`config.mk`:
```
export PLATFORM = sky130hd
export DESIGN_NAME = transpose_sequencer_flat
export DESIGN_NICKNAME = d
export VERILOG_FILES = /design/src/rtl/transpose_sequencer_if.sv /design/src/rtl/transpose_sequencer.sv /design/src/flat_wrapper.sv
export SDC_FILE = /design/constraint.sdc
export NUM_CORES = 1
export LEC_CHECK = 0
export ABC_CLOCK_PERIOD_IN_PS = 13500
export CAP_MARGIN = 30
export CORE_ASPECT_RATIO = 0.7
export CORE_MARGIN = 4
export CORE_UTILIZATION = 59
export CTS_CLUSTER_SIZE = 40
export DETAILED_ROUTE_END_ITERATION = 16
export PLACE_DENSITY = 0.92
export SYNTH_ARGS = -nofsm -noshare
export SYNTH_HDL_FRONTEND = slang
export SYNTH_SLANG_ARGS = --single-unit
```
`constraint.sdc`:
```
create_clock -name mclk -period 13.5 [get_ports mclk]
set_input_delay 1.35 -clock mclk [delete_from_list [all_inputs] [get_ports mclk]]
set_output_delay 1.35 -clock mclk [all_outputs]
set_load 0.05 [all_outputs]
```
`src/rtl/transpose_sequencer_if.sv`:
```
// Word-wide peripheral bus in openMSP430 style; per_din carries write data
// from the master, per_dout carries read data back from the slave.
interface transpose_sequencer_if;
    logic [13:0] per_addr;
    logic [15:0] per_din;
    logic        per_en;
    logic [1:0]  per_we;
    logic [15:0] per_dout;

    modport master (
        output per_addr, per_din, per_en, per_we,
        input  per_dout
    );

    modport slave (
        input  per_addr, per_din, per_en, per_we,
        output per_dout
    );
endinterface

```
`src/rtl/transpose_sequencer.sv`:
```
// CPU-fed sequencer for the 8x8 bit-matrix transpose unit: input FIFO -> 4 row
// writes, start, done poll, 4 result reads -> output FIFO.

module transpose_sequencer_fifo (
    input  logic        mclk,
    input  logic        puc_rst,
    input  logic        flush,
    input  logic        push,
    input  logic        pop,
    input  logic [15:0] wdata,
    output logic [15:0] rdata,
    output logic [3:0]  cnt
);
    logic [15:0] mem [8];
    logic [2:0]  wr_ptr;
    logic [2:0]  rd_ptr;
    logic        do_push;
    logic        do_pop;

    // Fullness is judged before a same-cycle pop, so a push into a full FIFO drops.
    assign do_push = push && (cnt != 4'd8);
    assign do_pop  = pop && (cnt != 4'd0);
    assign rdata   = mem[rd_ptr];

    always_ff @(posedge mclk or posedge puc_rst) begin
        if (puc_rst) begin
            wr_ptr <= '0;
            rd_ptr <= '0;
            cnt    <= '0;
            for (int i = 0; i < 8; i++) mem[i] <= '0;
        end else if (flush) begin
            wr_ptr <= '0;
            rd_ptr <= '0;
            cnt    <= '0;
        end else begin
            if (do_push) begin
                mem[wr_ptr] <= wdata;
                wr_ptr      <= wr_ptr + 3'd1;
            end
            if (do_pop) rd_ptr <= rd_ptr + 3'd1;
            cnt <= cnt + 4'(do_push) - 4'(do_pop);
        end
    end
endmodule

module transpose_sequencer #(
    parameter logic [13:0] BASE_ADDR = 14'h090,
    parameter logic [13:0] TP_ADDR   = 14'h088,
    parameter int          POLL_MAX  = 16
) (
    input  logic                         mclk,
    input  logic                         puc_rst,
    transpose_sequencer_if.slave         cpu,
    transpose_sequencer_if.master        tp,
    output logic                         irq
);
    localparam int PW = $clog2(POLL_MAX + 1);

    typedef enum logic [2:0] {S_IDLE, S_WR, S_GO, S_POLL, S_RD} state_t;

    state_t        state;
    logic [1:0]    idx;
    logic [PW-1:0] poll_cnt;
    logic [13:0]   m_addr;
    logic [15:0]   m_dout;
    logic          m_en;
    logic [1:0]    m_we;

    logic        en, ie, ovf, err, busy;
    logic        cpu_wr, cpu_rd, sel_ctrl, sel_din, sel_dout;
    logic        clr, start, push_in, pop_in, push_out, pop_out;
    logic        poll_done, poll_to;
    logic [15:0] in_head, out_head, ctrl_rd, rdata;
    logic [3:0]  in_cnt, out_cnt;

    assign cpu_wr   = cpu.per_en && (cpu.per_we == 2'b11);
    assign cpu_rd   = cpu.per_en && (cpu.per_we == 2'b00);
    assign sel_ctrl = (cpu.per_addr == BASE_ADDR);
    assign sel_din  = (cpu.per_addr == BASE_ADDR + 14'd1);
    assign sel_dout = (cpu.per_addr == BASE_ADDR + 14'd2);

    assign clr      = cpu_wr && sel_ctrl && cpu.per_din[1];
    assign push_in  = cpu_wr && sel_din;
    assign pop_out  = cpu_rd && sel_dout;
    assign busy     = (state != S_IDLE);

    // A job starts only when its four results are guaranteed room downstream.
    assign start    = (state == S_IDLE) && en && (in_cnt >= 4'd4) && (out_cnt <= 4'd4) && !clr;
    assign pop_in   = !clr && (start || ((state == S_WR) && (idx != 2'd3)));
    assign push_out = !clr && (state == S_RD);

    assign poll_done = (tp.per_dout == 16'h0100);
    assign poll_to   = (state == S_POLL) && !poll_done && (poll_cnt == PW'(POLL_MAX - 1));

    transpose_sequencer_fifo u_in_fifo (
        .mclk    (mclk),
        .puc_rst (puc_rst),
        .flush   (clr),
        .push    (push_in),
        .pop     (pop_in),
        .wdata   (cpu.per_din),
        .rdata   (in_head),
        .cnt     (in_cnt)
    );

    transpose_sequencer_fifo u_out_fifo (
        .mclk    (mclk),
        .puc_rst (puc_rst),
        .flush   (clr),
        .push    (push_out),
        .pop     (pop_out),
        .wdata   (tp.per_dout),
        .rdata   (out_head),
        .cnt     (out_cnt)
    );

    always_ff @(posedge mclk or posedge puc_rst) begin
        if (puc_rst) begin
            en  <= 1'b0;
            ie  <= 1'b0;
            ovf <= 1'b0;
            err <= 1'b0;
        end else begin
            if (cpu_wr && sel_ctrl) begin
                en <= cpu.per_din[0];
                ie <= cpu.per_din[3];
                if (cpu.per_din[2]) ovf <= 1'b0;
                if (cpu.per_din[5]) err <= 1'b0;
            end
            if (push_in && (in_cnt == 4'd8)) ovf <= 1'b1;
            if (poll_to && !clr) err <= 1'b1;
        end
    end

    assign ctrl_rd = {out_cnt, in_cnt, 2'b00, err, busy, ie, ovf, 1'b0, en};

    always_comb begin
        rdata = 16'h0000;
        if (cpu_rd && sel_ctrl)
            rdata = ctrl_rd;
        else if (cpu_rd && sel_dout && (out_cnt != 4'd0))
            rdata = out_head;
    end

    assign cpu.per_dout = rdata;
    assign irq          = ie && (out_cnt >= 4'd4);

    // Bus outputs are loaded with the values of the state being entered.
    always_ff @(posedge mclk or posedge puc_rst) begin
        if (puc_rst) begin
            state    <= S_IDLE;
            idx      <= '0;
            poll_cnt <= '0;
            m_addr   <= '0;
            m_dout   <= '0;
            m_en     <= 1'b0;
            m_we     <= 2'b00;
        end else if (clr) begin
            state    <= S_IDLE;
            idx      <= '0;
            poll_cnt <= '0;
            m_addr   <= '0;
            m_dout   <= '0;
            m_en     <= 1'b0;
            m_we     <= 2'b00;
        end else begin
            case (state)
                S_IDLE: if (start) begin
                    state  <= S_WR;
                    idx    <= '0;
                    m_en   <= 1'b1;
                    m_we   <= 2'b11;
                    m_addr <= TP_ADDR + 14'd2;
                    m_dout <= in_head;
                end
                S_WR: if (idx == 2'd3) begin
                    state  <= S_GO;
                    m_addr <= TP_ADDR;
                    m_dout <= 16'h0001;
                end else begin
                    idx    <= idx + 2'd1;
                    m_addr <= TP_ADDR + 14'd3 + 14'(idx);
                    m_dout <= in_head;
                end
                S_GO: begin
                    state    <= S_POLL;
                    poll_cnt <= '0;
                    m_we     <= 2'b00;
                    m_addr   <= TP_ADDR;
                    m_dout   <= 16'h0000;
                end
                S_POLL: if (poll_done) begin
                    state  <= S_RD;
                    idx    <= '0;
                    m_addr <= TP_ADDR + 14'd2;
                end else if (poll_to) begin
                    state  <= S_IDLE;
                    m_en   <= 1'b0;
                    m_addr <= '0;
                end else begin
                    poll_cnt <= poll_cnt + PW'(1);
                end
                S_RD: if (idx == 2'd3) begin
                    state  <= S_IDLE;
                    idx    <= '0;
                    m_en   <= 1'b0;
                    m_addr <= '0;
                end else begin
                    idx    <= idx + 2'd1;
                    m_addr <= TP_ADDR + 14'd3 + 14'(idx);
                end
                default: state <= S_IDLE;
            endcase
        end
    end

    assign tp.per_addr = m_addr;
    assign tp.per_din  = m_dout;
    assign tp.per_en   = m_en;
    assign tp.per_we   = m_we;
endmodule

```
`src/flat_wrapper.sv`:
```
// flat-port wrapper written by rule: the top's interface ports become plain ports
module transpose_sequencer_flat 
#(
    parameter logic [13:0] BASE_ADDR = 14'h090,
    parameter logic [13:0] TP_ADDR   = 14'h088,
    parameter int          POLL_MAX  = 16
)
  (mclk, puc_rst, irq, cpu_per_addr, cpu_per_din, cpu_per_en, cpu_per_we, cpu_per_dout, tp_per_addr, tp_per_din, tp_per_en, tp_per_we, tp_per_dout);
  transpose_sequencer_if cpu_i ();
  transpose_sequencer_if tp_i ();
  input  logic mclk;
  input  logic puc_rst;
  output logic irq;
  input wire logic [$bits(cpu_i.per_addr)-1:0] cpu_per_addr;
  input wire logic [$bits(cpu_i.per_din)-1:0] cpu_per_din;
  input wire logic [$bits(cpu_i.per_en)-1:0] cpu_per_en;
  input wire logic [$bits(cpu_i.per_we)-1:0] cpu_per_we;
  output wire logic [$bits(cpu_i.per_dout)-1:0] cpu_per_dout;
  output wire logic [$bits(tp_i.per_addr)-1:0] tp_per_addr;
  output wire logic [$bits(tp_i.per_din)-1:0] tp_per_din;
  output wire logic [$bits(tp_i.per_en)-1:0] tp_per_en;
  output wire logic [$bits(tp_i.per_we)-1:0] tp_per_we;
  input wire logic [$bits(tp_i.per_dout)-1:0] tp_per_dout;
  assign cpu_i.per_addr = cpu_per_addr;
  assign cpu_i.per_din = cpu_per_din;
  assign cpu_i.per_en = cpu_per_en;
  assign cpu_i.per_we = cpu_per_we;
  assign cpu_per_dout = cpu_i.per_dout;
  assign tp_per_addr = tp_i.per_addr;
  assign tp_per_din = tp_i.per_din;
  assign tp_per_en = tp_i.per_en;
  assign tp_per_we = tp_i.per_we;
  assign tp_i.per_dout = tp_per_dout;
  transpose_sequencer #(.BASE_ADDR(BASE_ADDR), .TP_ADDR(TP_ADDR), .POLL_MAX(POLL_MAX)) u_core (.mclk(mclk), .puc_rst(puc_rst), .cpu(cpu_i), .tp(tp_i), .irq(irq));
endmodule
```
## Word level (Yosys, flattened, before mapping)

Index checks and enable logic that the tools add are counted.

| operators by class | value |
|---|---|
| multiplexer cells | 67 |
| reduce and logical (&&, ||, !) cells | 58 |
| $lt $le $gt $ge | 9 |
| add/subtract/negate cells | 11 |
| eq/ne operators | 24 |
| bitwise operators | 5 |

Operators by type and width:

| cell | count |
|---|---|
| $bwmux 128 | 2 |
| $mux 16 | 11 |
| $bmux 16 s3 | 2 |
| $demux 16 s3 | 2 |
| $mux 14 | 6 |
| $pmux 14 s5 | 1 |
| $pmux 16 s3 | 1 |
| $eq 14x8->1 const B | 3 |
| $mux 3 | 14 |
| $logic_and 1x1->1 | 25 |
| $eq 16x9->1 const B | 1 |
| $ge 4x4->1 const B | 4 |
| $not 3->4 | 4 |
| $reduce_bool 2->1 | 8 |
| $reduce_bool 4->1 | 4 |
| $mux 5 | 3 |
| $ne 3x2->1 const B | 5 |
| $pmux 3 s5 | 1 |
| $mux 2 | 7 |
| $add 3x1->3 const B | 4 |
| $reduce_and 2->1 | 6 |
| $mux 1 | 11 |
| $pmux 5 s2 | 1 |
| $add 8x2->9 const A | 1 |
| 32 further kinds | 47 |

| word-level totals | value |
|---|---|
| logic and storage cells | 207 |
| flip-flop bits (word level) | 323 |

## Longest topological paths before layout

Gate-level depths: netlist (run 1).

| depth | value |
|---|---|
| word-level depth | 11 |
| depth in mapped cells | 13 |
| gate-level depth less buffers | 13 |

## Modules after synthesis

Synthesis (run 1) repeated with hierarchy kept, for this count alone.

| second synthesis, totals | value |
|---|---|
| cells, all modules | 1017 |
| area total of the unflattened synthesis | 15198.3 µm² |

By module, submodules not included:

| module | sequential area each (µm²) | cells each | times used | area an instance (µm²) |
|---|---|---|---|---|
| transpose_sequencer_fifo (u_core.u_in_fifo) | 3453.3 | 399 | 1 | 6491.2 |
| transpose_sequencer_fifo (u_core.u_out_fifo) | 3453.3 | 399 | 1 | 6488.7 |
| transpose_sequencer | 900.9 | 219 | 1 | 2218.4 |

## Worst setup path after synthesis (run 1)

OpenSTA, ideal clock, no wires.

| path | value |
|---|---|
| path kind | in2out |
| start | in cpu_per_addr[9] |
| end | out cpu_per_dout[10] |
| path buffers | 1 |
| arrival time | 3.750 ns |
| stages | 5 |
| setup slack | 8.400 ns |
| path through | or4b_4 nor4_1 nand3_1 clkbuf_1 o21ai_0 |

| on the way | value |
|---|---|
| cells in the longest elaborated chain, start to end | 5 |
| elaborated cells on any way between the ends | 7 |
| classes of those cells | eq/ne: 2; mux: 2; reduce/logical: 3 |

RTL lines:

| item | line | RTL |
|---|---|---|
| start, declared | flat_wrapper.sv:14 | `input wire logic [$bits(cpu_i.per_addr)-1:0] cpu_per_addr;` |
| $eq 14x8->1 | transpose_sequencer.sv:80 | `assign sel_dout = (cpu.per_addr == BASE_ADDR + 14'd2);` |
| $logic_and 1x1->1 (2 in series) | transpose_sequencer.sv:141 | `else if (cpu_rd && sel_dout && (out_cnt != 4'd0))` |
| $mux 16 | transpose_sequencer.sv:141 |  |
| $mux 16 * | transpose_sequencer.sv:139 | `if (cpu_rd && sel_ctrl)` |
| end, declared | flat_wrapper.sv:18 | `output wire logic [$bits(cpu_i.per_dout)-1:0] cpu_per_dout;` |

Mark *: on every way between the ends. The rest lies on a longest branch, timed or not.

## Worst setup path after layout (run 1)

| path | value |
|---|---|
| start | in cpu_per_addr[3] |
| end | out cpu_per_dout[5] |

Same word-level chain as after synthesis.

==> results of run 1 <==
==> final timing paths <==
kind	endpoint	slack, ps	cells after the start
min	u_core.u_in_fifo.mem[85]	490	2
max reg2reg	u_core.u_out_fifo.cnt[2]	9930	9
max in group asynchronous	u_core.u_in_fifo.mem[125]	10620	5
max	cpu_per_dout[5]	7470	6
min in group asynchronous	u_core.u_out_fifo.mem[98]	1270	2
min reg2reg	u_core.u_in_fifo.mem[85]	490	2
==> synthesized netlist by cell type, drive strengths merged, types with 9 or more instances <==
cell type	instances	area share, %
dfrtp	312	52
mux2	267	21
nor4	10	0.80
clkbuf	30	0.75
nor3	9	0.44
nor2	52	1.3
nand2	35	0.92
a22oi	18	0.89
o21ai	33	1.1
a21oi	14	0.46
mux2i	20	1.3
mux4	64	9.5
inv	23	0.57
buf	42	2.2
ha	22	1.8
nand3	10	0.33
==> metrics by stage <==
stage / instances / total power, mW / setup WS, ps
after detailed placement: 1430 / 1.49 / 7510
after global routing: 1487 / 2.52 / 7200
after global placement: 1422 / 1.47 / 7510
after CTS: 1486 / 2.43 / 7490
final: 1487 / 2.43 / 7470
after floorplan: 1058 / 1.35 / 3520
==> state kept, by name, indices dropped and copies added (netlist names), 4 cells and up <==
signal,cells
u_core.u_in_fifo.cnt,4
u_core.u_in_fifo.mem,128
u_core.u_out_fifo.mem,128
u_core.tp.per_addr,4
u_core.tp.per_din,16
u_core.poll_cnt,5
u_core.u_out_fifo.cnt,4
==> routing by layer <==
layer	global-route usage (%)	share of wire, %	up-vias
met4	7.88	2.9	2
met3	3.85	6.4	78
met5	0	0.030	-
met2	43.1	49	409
met1	37.1	42	4981
li1	-	-	4022
==> cells by family (layout without fill, tap and decap cells) <==
logic type      count (synthesis)  after routing  synth area share, %
mux                           351            351                 31.8
simple gates                  167            167                 6.49
other cells                     1              9               0.0248
fa+ha+maj                      24             24                 2.09
flops                         312            312                 51.7
compound gates                 88             88                 3.69
xor+xnor                       12             12                0.696
buf+inv                        95            199                 3.55
==> power groups by stage <==
stage          logic (mW)  clock network [mW]  registers [mW]
2_1_floorplan       0.308                   0            1.04
3_3_place_gp        0.411                   0            1.06
3_5_place_dp        0.434                   0            1.06
4_1_cts             0.447               0.944            1.04
5_1_grt             0.488               0.986            1.05
6_report            0.452               0.937            1.04
==> worst max-delay path: stages <==
cell,delay [ps]
clkdlybuf4s50_1,430
nor4b_1,840
and3_1,330
nand3_1,440
o21ai_0,420
clkdlybuf4s50_1,870
==> final cells by class <==
cell class              count  area [µm²]
clock buffers              40         880
clock inverters            16         241
fillers                  1482        7370
inverters                  23        93.8
multi-input cells         651        6860
flip-flops and latches    312        7810
well taps                 325         407
repair buffers            120        1260
==> placed cells by master, fill, tap and decap left out, drive strengths merged, types with 23 or more instances in the layout <==
cell type / count
mux2: 267
clkdlybuf4s50: 91
clkbuf: 40
o21ai: 33
inv: 23
dfrtp: 312
nor2: 52
nand2: 35
mux4: 64
buf: 29
==> summary.md, run 1 <==
| Metric | Value |
|---|---|
| Largest net degree at the start of global routing | 90 |
| All-Layer GR Usage | 26.3% |
| Critical path class | input port to output port |
| Critical Path Sink Type | output port |
| Hold/Removal Path Class | flip-flop to flip-flop |
| Reg2reg start | u_core.state[0] |
| Setup Buffers After CTS | 0 |
| Design area | 0.0176 mm² |
| CTS resizes | 0 |
| CP Launch Point | cpu_per_addr[3] |
| Worst slew margin relative to its limit | 29.9% |
| Gate power share | 18.6% |
| Clock Pin Slew Worst Setup and Hold Paths | 60 ps |
| Min-Delay Startpoint | u_core.u_in_fifo.mem[85] |
| Core ar. | 0.0249 mm² |
| Worst slew pin tran | 1050 ps |
| Longest Clk Path Bufs | 3 |
| IO Count | 101 |
| # hold bufs at CTS | 0 |
| Pins Over Slew Limit | 0 |
| GRT overflow | 0 |
| Max Fclk | 166 MHz |
| Post-DP HPWL | 23,400 µm |
| Sequential area share after synthesis | 51.7% |
| CTS buffer count | 30 |
| CTS sink count | 312 |
| Power per cell area | 139 mW/mm² |
| First-pass iteration count of the detailed router | 5 |
| Ant. Diodes | 0 |
| Setup TNS | 0 ps |
| Synth async-reset ratio | 100% |
| CTS tree | built |
| CP Max Fanout | 17 |
| Share of layout cells above drive strength 1 | 37.8% |
| Root Driver | clkbuf_16 |
| Number of synthesized flops with an enable pin | 0 |
| Antenna-violating nets left | 0 |
| Std-Cell Rows | 48 |
| Flops & latches, synth | 312 |
| Req. time, crit path | 12,150 ps |
| Synth Area per Inst | 14.4 µm² |
| Clk pwr share | 38.5% |
| Final Wtd Congestion | 0.909 |
| Final period util | 44.6% |
| Yosys cell types | 62 |
| Sw Share | 28.9% |
| Register share of total power | 42.9% |
| Hold Slack | 486 ps |
| Post-route DRC | 0 |
| Die W | 199 µm |
| WL/cell | 24.5 µm |
| Ys flop type | dfrtp_1 |
| Clk_lat worst skew | 550 ps |
| Tmin final | 6030 ps |
| Final Hold Viols | 0 |
| Final WL | 36,400 µm |
| Worst vdd ir | 0.000133 V |
| WP data arrival | 4680 ps |
| RSZ-0062 raised after global routing | false |
| Iter 0 DRT Violations | 1,039 |
| Final core occ | 70.4% |
| Synthesized instance count | 1,050 |
| Outcome | complete, no violations |
| Die area | 0.0283 mm² |
| Initial Util | 60.6% |
| DP Area | 0.0164 mm² |
| Max-cap viol count | 0 |
| Cell area after synthesis | 0.0151 mm² |
| CP Launch Type | input port |
| Synth Warn # | 0 |
| DR vias/cell | 6.38 |
| Leakage | 8.05 nW |
| H-tree levels | 1 |
| Setup violations, final | 0 |
| Initial antenna violation count | 1 |
| Synth-to-Final Area Change | 16.2% |
| P_int | 1.73 mW |
| Final net count | 1,213 |
| DR vias | 9,492 |
| Port bufs | 91 |
| Vias in the first global route | 10,400 |
| Global-route wire length before repair | 58,200 µm |
| Die Y | 142 µm |
| Final Skew | 12.7 ps |
| Switching Power | 0.704 mW |
Power figures use the tool's default switching activity.
==> inputs of run 2 (changes only) <==
--- a/config.mk
+++ b/config.mk
@@ -5,7 +5,7 @@
 export SDC_FILE = /design/constraint.sdc
 export NUM_CORES = 1
 export LEC_CHECK = 0
-export ABC_CLOCK_PERIOD_IN_PS = 13500
+export ABC_CLOCK_PERIOD_IN_PS = 6100
 export CAP_MARGIN = 30
 export CORE_ASPECT_RATIO = 0.7
 export CORE_MARGIN = 4
==> constraint.sdc (replaced) <==
create_clock -name mclk -period 6.1 [get_ports mclk]
set_input_delay 0.61 -clock mclk [delete_from_list [all_inputs] [get_ports mclk]]
set_output_delay 0.61 -clock mclk [all_outputs]
set_load 0.05 [all_outputs]
==> summary.md, run 2 (synthesis results as in run 1) <==
| Metric | Value |
|---|---|
| CTS buffer count | 28 |
| Tmin final | 4610 ps |
| Die Y | 142 µm |
| Std-Cell Rows | 48 |
| Final Skew | 16.9 ps |
| Setup TNS | 0 ps |
| Max-cap viol count | 0 |
| GRT overflow | 0 |
| Port bufs | 91 |
| Power per cell area | 306 mW/mm² |
| Clock Pin Slew Worst Setup and Hold Paths | 60 ps |
| Post-DP HPWL | 22,900 µm |
| Leading cell type in the layout, fill and taps excluded | dfrtp_1 |
| Final WL | 36,600 µm |
| Setup violations, final | 0 |
| CTS tree | built |
| # hold bufs at CTS | 0 |
| Hold/Removal Path Class | flip-flop to flip-flop |
| Final period util | 75.6% |
| First-pass iteration count of the detailed router | 5 |
| Reg2reg start | u_core.u_out_fifo.cnt[3] |
| Die area | 0.0283 mm² |
| Req. time, crit path | 5490 ps |
| Critical path class | input port to output port |
| Leakage | 8.00 nW |
| Share of layout cells above drive strength 1 | 37.5% |
| Root Driver | clkbuf_16 |
| Worst Reg2Reg Path Length in Cells | 12 |
| DR vias/cell | 6.43 |
| Outcome | complete, no violations |
| Commonest non-fill, non-tap cells in the layout | dfrtp_1, mux2_2, clkdlybuf4s50_1 |
| Critical Path Sink Type | output port |
| CTS sink count | 312 |
| WL/cell | 24.7 µm |
| Synth-to-Final Area Change | 15.5% |
| Largest net degree at the start of global routing | 181 |
| IO Count | 101 |
| Pins Over Slew Limit | 0 |
| Die W | 199 µm |
| Initial Util | 60.6% |
| CP Launch Type | input port |
| CTS resizes | 0 |
| Iter 0 DRT Violations | 849 |
| Longest Clk Path Bufs | 3 |
| Worst slew margin relative to its limit | 29.6% |
| Clk_lat worst skew | 550 ps |
| Global-route wire length before repair | 58,300 µm |
| Setup Buffers After CTS | 0 |
| Final Wtd Congestion | 0.876 |
| CP Max Fanout | 13 |
| CP Launch Point | cpu_per_addr[3] |
| Max Fclk | 217 MHz |
| Initial antenna violation count | 2 |
| Core ar. | 0.0249 mm² |
| Final net count | 1,210 |
| All-Layer GR Usage | 26.2% |
| H-tree levels | 1 |
| Worst slew pin tran | 1060 ps |
| Final core occ | 70.0% |
| Vias in the first global route | 10,300 |
| RSZ-0062 raised after global routing | false |
| Antenna-violating nets left | 0 |
| Worst vdd ir | 0.000273 V |
| R2r setup slk | 2760 ps |
| Final Hold Viols | 0 |
| Number of cells on the worst hold path | 1 |
| Min-Delay Startpoint | u_core.u_in_fifo.mem[70] |
| DR vias | 9,529 |
| Post-route DRC | 0 |
| WP data arrival | 4000 ps |
## run 2: cell count changes in the layout (fill, tap and decap cells not counted), moves of 2 or more
cell / change
buf_4: -3
clkbuf_8: -3
buf_16: -3
clkbuf_16: -2
## run 2: layout make-up
type | instances | area [µm²]
flip-flops and latches | 312 | 7810
fillers | 1467 | 7470
clock buffers | 34 | 785
diodes | 1 | 2.50
well taps | 325 | 407
inverters | 23 | 90.1
multi-input cells | 651 | 6870
repair buffers | 119 | 1220
clock inverters | 17 | 270
## run 2: worst paths after layout
check	end
max in group asynchronous	u_core.u_in_fifo.rd_ptr[0]
worst min register to register	u_core.u_in_fifo.mem[70]
worst max register to register	u_core.u_in_fifo.cnt[3]
min in group asynchronous	u_core.u_out_fifo.mem[85]
worst max-delay path	cpu_per_dout[4]
worst min-delay path	u_core.u_in_fifo.mem[70]
## run 2: metrics by stage
stage	cells	worst slack, ps	hold WS (ps)	instance area, µm²	power (mW)
2_1_floorplan	1058	1340	445	15100	2.98
3_3_place_gp	1421	1760	457	16200	3.25
3_5_place_dp	1426	1680	474	16400	3.31
4_1_cts	1477	1590	503	17400	5.34
5_1_grt	1482	1270	512	17500	5.54
6_report	1482	1490	502	17500	5.35
## run 2: per-layer routing
metal / track usage [%] / wire length, µm
met5: 0 / 13
met4: 9.35 / 1480
met3: 5.25 / 2490
met2: 41.8 / 17400
met1: 36.3 / 15100
## run 2: worst max-delay path, stage by stage
cell and delay [ps]:
clkdlybuf4s50_1 430, nor4b_1 890, nand3_1 440, nor3b_1 340, buf_4 240, o31ai_1 90, o21ai_0 110, clkdlybuf4s50_1 850
## run 2: where the power goes
part           internal, mW  switching, mW
logic                 0.397          0.603
registers              2.17          0.179
clock network          1.21          0.790
